## src/rtl/eth_tx_framer.sv

```systemverilog
// Ethernet II transmit framer: prepends destination MAC, source MAC and EtherType
// to a payload byte stream and truncates payloads longer than MAX_PAYLOAD.
module eth_tx_framer #(
  parameter logic [47:0] SRC_MAC     = 48'h02_00_00_00_00_01,
  parameter int unsigned MAX_PAYLOAD = 1500,
  parameter int unsigned CNT_WIDTH   = 16
) (
  input  logic                 i_clk,
  input  logic                 rst_n,
  input  logic                 i_eth_tx_valid,
  input  logic [7:0]           i_eth_tx_data,
  input  logic                 i_eth_tx_last,
  output logic                 o_eth_tx_ready,
  input  logic [47:0]          i_dst_mac,
  input  logic [15:0]          i_ethertype,
  output logic [7:0]           m_axis_tdata,
  output logic                 m_axis_tvalid,
  input  logic                 m_axis_tready,
  output logic                 m_axis_tlast,
  output logic                 m_axis_tuser,
  output logic [CNT_WIDTH-1:0] o_frames_sent,
  output logic [CNT_WIDTH-1:0] o_frames_trunc,
  output logic                 o_busy
);
  typedef enum logic [1:0] {IDLE, HEADER, PAYLOAD, DROP} state_t;

  localparam logic [CNT_WIDTH-1:0] CNT_ONE = CNT_WIDTH'(1);
  localparam logic [16:0]          MAX_LEN = 17'(MAX_PAYLOAD);

  state_t      state;
  logic [47:0] dst_q;
  logic [15:0] type_q;
  logic [3:0]  hdr_idx;
  logic [15:0] pay_cnt;
  logic        ld;
  logic        in_hs;
  logic        at_max;

  assign ld     = !m_axis_tvalid || m_axis_tready;
  assign in_hs  = i_eth_tx_valid && o_eth_tx_ready;
  assign at_max = ({1'b0, pay_cnt} + 17'd1) == MAX_LEN;
  assign o_busy = (state != IDLE);

  always_comb begin
    case (state)
      PAYLOAD: o_eth_tx_ready = ld;
      DROP:    o_eth_tx_ready = 1'b1;
      default: o_eth_tx_ready = 1'b0;
    endcase
  end

  // Header is dst MAC, source MAC, EtherType, each most significant byte first.
  function automatic logic [7:0] hdr_byte(input logic [3:0]  idx,
                                          input logic [47:0] dst,
                                          input logic [15:0] et);
    logic [111:0] hdr;
    hdr = {dst, SRC_MAC, et} << {idx, 3'b000};
    return hdr[111:104];
  endfunction

  always_ff @(posedge i_clk or negedge rst_n) begin
    if (!rst_n) begin
      state          <= IDLE;
      dst_q          <= '0;
      type_q         <= '0;
      hdr_idx        <= '0;
      pay_cnt        <= '0;
      m_axis_tvalid  <= 1'b0;
      m_axis_tdata   <= '0;
      m_axis_tlast   <= 1'b0;
      m_axis_tuser   <= 1'b0;
      o_frames_sent  <= '0;
      o_frames_trunc <= '0;
    end else begin
      // A consumed output byte is dropped unless a new one is loaded below.
      if (ld) m_axis_tvalid <= 1'b0;
      case (state)
        IDLE: begin
          if (i_eth_tx_valid) begin
            dst_q   <= i_dst_mac;
            type_q  <= i_ethertype;
            hdr_idx <= '0;
            pay_cnt <= '0;
            state   <= HEADER;
          end
        end
        HEADER: begin
          if (ld) begin
            m_axis_tvalid <= 1'b1;
            m_axis_tdata  <= hdr_byte(hdr_idx, dst_q, type_q);
            m_axis_tlast  <= 1'b0;
            m_axis_tuser  <= 1'b0;
            hdr_idx       <= hdr_idx + 4'd1;
            if (hdr_idx == 4'd13) state <= PAYLOAD;
          end
        end
        PAYLOAD: begin
          if (in_hs) begin
            m_axis_tvalid <= 1'b1;
            m_axis_tdata  <= i_eth_tx_data;
            pay_cnt       <= pay_cnt + 16'd1;
            if (i_eth_tx_last) begin
              m_axis_tlast  <= 1'b1;
              m_axis_tuser  <= 1'b0;
              o_frames_sent <= o_frames_sent + CNT_ONE;
              state         <= IDLE;
            end else if (at_max) begin
              m_axis_tlast   <= 1'b1;
              m_axis_tuser   <= 1'b1;
              o_frames_trunc <= o_frames_trunc + CNT_ONE;
              state          <= DROP;
            end else begin
              m_axis_tlast <= 1'b0;
              m_axis_tuser <= 1'b0;
            end
          end
        end
        DROP: begin
          if (in_hs && i_eth_tx_last) state <= IDLE;
        end
        default: state <= IDLE;
      endcase
    end
  end
endmodule

```

## config.mk

```make
export PLATFORM = sky130hd
export DESIGN_NAME = eth_tx_framer
export DESIGN_NICKNAME = d
export VERILOG_FILES = /design/src/rtl/eth_tx_framer.sv
export SDC_FILE = /design/constraint.sdc
export NUM_CORES = 1
export LEC_CHECK = 0
export ABC_AREA = 1
export BUFFER_PORTS_ARGS = -buffer_cell sky130_fd_sc_hd__buf_2
export CAP_MARGIN = 20
export CORE_MARGIN = 10
export CORE_UTILIZATION = 50
export CTS_BUF_LIST = sky130_fd_sc_hd__clkbuf_4 sky130_fd_sc_hd__clkbuf_8 sky130_fd_sc_hd__clkbuf_16
export DETAILED_ROUTE_END_ITERATION = 10
export GPL_TIMING_DRIVEN = 0
export PLACE_DENSITY = 0.78
export SYNTH_ARGS = -nofsm -noshare
export SYNTH_HDL_FRONTEND = slang
export SYNTH_SLANG_ARGS = --single-unit
export TNS_END_PERCENT = 50
```

## constraint.sdc

```tcl
create_clock -name i_clk -period 2.93 [get_ports i_clk]
set_clock_uncertainty 0.2 [all_clocks]
set_input_delay 0.7325 -clock i_clk [delete_from_list [all_inputs] [get_ports i_clk]]
set_output_delay 0.7325 -clock i_clk [all_outputs]
set_load 0.02 [all_outputs]
```

==> reports/results.tsv <==
stage	metric	value	unit
outcome	status	completed	
power	overall power	0.00721	W
setup_path	Worst EP required	3.02	ns
grt	number of global-route vias before repair	6327	
cts	post-CTS setup buffer count	0	
synth	register area share after synthesis	46.4	%
final_layout	commonest non-fill, non-tap cell in the layout	nand2_1	
timing	final setup TNS	0	ns
placement	dpl cell area	7820	µm²
worst_hold_path	hold crit path type	in2async	
setup_path	sequence of cells on the critical path	inv_1, ha_1, buf_4, nand2_1, a21oi_1, buf_4, nand3_1, nor2_1, nand3_1, nor3_1, a21oi_1	
cts	Clock Path Buffers	2	
cts	CTS H-tree lvls	4	
routing	Routed WL per cell	16.2	µm
grt	global route total overflow	0	
final_layout	Antenna Diode Count	0	
routing	TritonRoute pass-1 iters	5	
timing	fin crit period	2.55	ns
routing	ANT nets after route	0	
flow_run	total of max-cap violations	0	
timing	fin. max-slew vios	0	
setup_path	Top delay family on crit path	simple AND/OR/NAND/NOR gates	
setup_path	Critical Path Source Type	flip-flop	
routing	Initial DRC Count	539	
cts	CTS tree	yes	
setup_path	CP Class	reg2reg	
synth	Synth cell types	38	
cts	cts bufs inserted	17	
final_layout	final net count	1048	
timing	fin worst setup slack	0.375	ns
routing	DRC viols	0	
power	maximum vdd drop	634	µV
placement	dpl ws	0.00219	ns
final_layout	Post-Layout Inst Area	8430	µm²
synth	Gate Count Post-Synth	821	
floorplanning	Chip Height	138	µm
synth	Syn. warnings	0	
routing	Via-to-Cell Ratio	5.40	
timing	RSZ-0062 raised after global routing	false	
floorplanning	# rows	43	
timing	Tcrit/Tclk final	87.2	%
synth	syn_nets	907	
grt	gr usage total	20.2	%
floorplanning	Die Wd	138	µm
setup_path	slowest cell delay on critical path	0.41	ns
setup_path	highest-delay cell along the critical path	dfrtp_1	
floorplanning	Core Region	13800	µm²
power	Pleak	4.16	nW
timing	Slew @ Worst Pin	0.675	ns
timing	slew margin rel.	55.0	%
timing	Max Freq	391	MHz
cts	Root Buffer Master	clkbuf_16	
synth	asr flop ratio synth	100	%
floorplanning	Starting Density	50.5	%
setup_path	CP Data Arrival Time	2.65	ns
final_layout	Syn-to-layout area delta	21.1	%
grt	largest net degree at the start of global routing	71	
grt	initial antenna violation count	1	
placement	# port buffers	121	
final_layout	commonest non-fill, non-tap cells in the layout	nand2_1 (174), dfrtp_1 (129), buf_2 (120)	
placement	GP Congestion	0.882	
grt	first-pass GRT wire length	30.8	mm
synth	FF+latch count, synth	129	
floorplanning	DIE AREA	19000	µm²
synth	Synth Flop Type	dfrtp_1	
setup_path	Max Fanout on Critical Path	10	
setup_path	CP bufs+invs	3	
floorplanning	I/O pins	122	
routing	Detailed Route WL	18.6	mm
synth	syn avg cell area	8.47	µm²
placement	Detail Placement HPWL	13.9	mm
timing	Final Hold Viols	0	
cts	clock sinks	129	
timing	Setup Viol. Count Final	0	
power	power density cells	855	nW/µm²
setup_path	endpoint type of the worst setup path	flip-flop	
synth	Post-synth EDFFs	0	
routing	Vias	6224	
final_layout	layout cells sized above 1	25.1	%
cts	Worst-Skew Late Latency	0.41	ns
synth	Mapped Area	6960	µm²
cts	Worst-path clk slew	0.06	ns
synthesized netlist by cell type, types with 10 or more instances:
library cell	instances	area, µm²
mux2_2	50	563
xor2_1	21	184
o21ai_0	50	250
dfrtp_1	129	3230
inv_1	75	282
nor2_1	85	319
nand2_2	10	62.6
clkbuf_1	21	78.8
o22ai_1	19	119
nand3_1	51	255
a21oi_1	43	215
nand2_1	174	653
through the flow:
step           utilization [%]  hold slack [ns]  cells
5_1_grt                   61.2            0.128   1153
3_3_place_gp              56.5            0.260   1122
6_report                  61.2           0.0816   1153
2_1_floorplan                -            0.237    821
3_5_place_dp              56.8            0.261   1123
4_1_cts                   61.2            0.101   1153
layout make-up:
| type | instances | area, µm² |
|---|---|---|
| buffer | 29 | 143 |
| clock buffer | 21 | 468 |
| clock inverter | 9 | 134 |
| fill | 1237 | 5350 |
| inverter | 79 | 297 |
| multi-input combinational | 584 | 3290 |
| sequential | 129 | 3230 |
| tap | 180 | 225 |
| timing repair buffer | 122 | 639 |
registers in the layout (all words and copies together) (netlist names):
register / count
hdr_idx: 4
m_axis_tuser: 1
type_q: 16
o_frames_trunc: 16
pay_cnt: 16
m_axis_tdata: 8
o_frames_sent: 16
dst_q: 48
m_axis_tlast: 1
state: 2
m_axis_tvalid: 1
path summary, 6_finish.rpt:
path                                  from                end  slack (ns)  cells after the start
max                               state[0]  o_frames_sent[12]        0.38                     11
min                                  rst_n         pay_cnt[8]        0.08                      1
max reg2reg                       state[0]  o_frames_sent[12]        0.38                     11
min reg2reg                m_axis_tdata[0]    m_axis_tdata[0]        0.27                      2
max in group asynchronous            rst_n    m_axis_tdata[0]        1.70                      2
min in group i_clk         m_axis_tdata[0]    m_axis_tdata[0]        0.27                      2
repair_timing:
| item | 4_1_cts | 5_1_grt |
|---|---|---|
| hold buffers | 0 | 0 |
| resized for setup | 0 | 1 |
| endpoints found under the setup margin | 0 | 10 |
| endpoints found under the hold margin | 0 | 0 |
metal layers:
metal | vias up | global-route usage (%) | share of wire (%)
li1 | 2996 | - | -
met1 | 2953 | 25.1 | 42
met2 | 232 | 32.2 | 48
met3 | 41 | 6.59 | 7.4
met4 | 2 | 7.18 | 2.6
met5 | - | 0 | 0.070
cell families after synthesis:
kind of cell    after synthesis  synth area share [%]
xor+xnor                     29                  3.65
compound gates              132                  10.3
mux                          50                  8.09
fa+ha+maj                     9                  1.62
flops                       129                  46.4
simple gates                364                  23.7
buf+inv                     108                  6.31
report_power, final:
group          switching [W]  internal (W)
clock               0.000767       0.00139
sequential          0.000311       0.00235
combinational        0.00146      0.000928
total                0.00254       0.00467
Power figures use the tool's default switching activity.
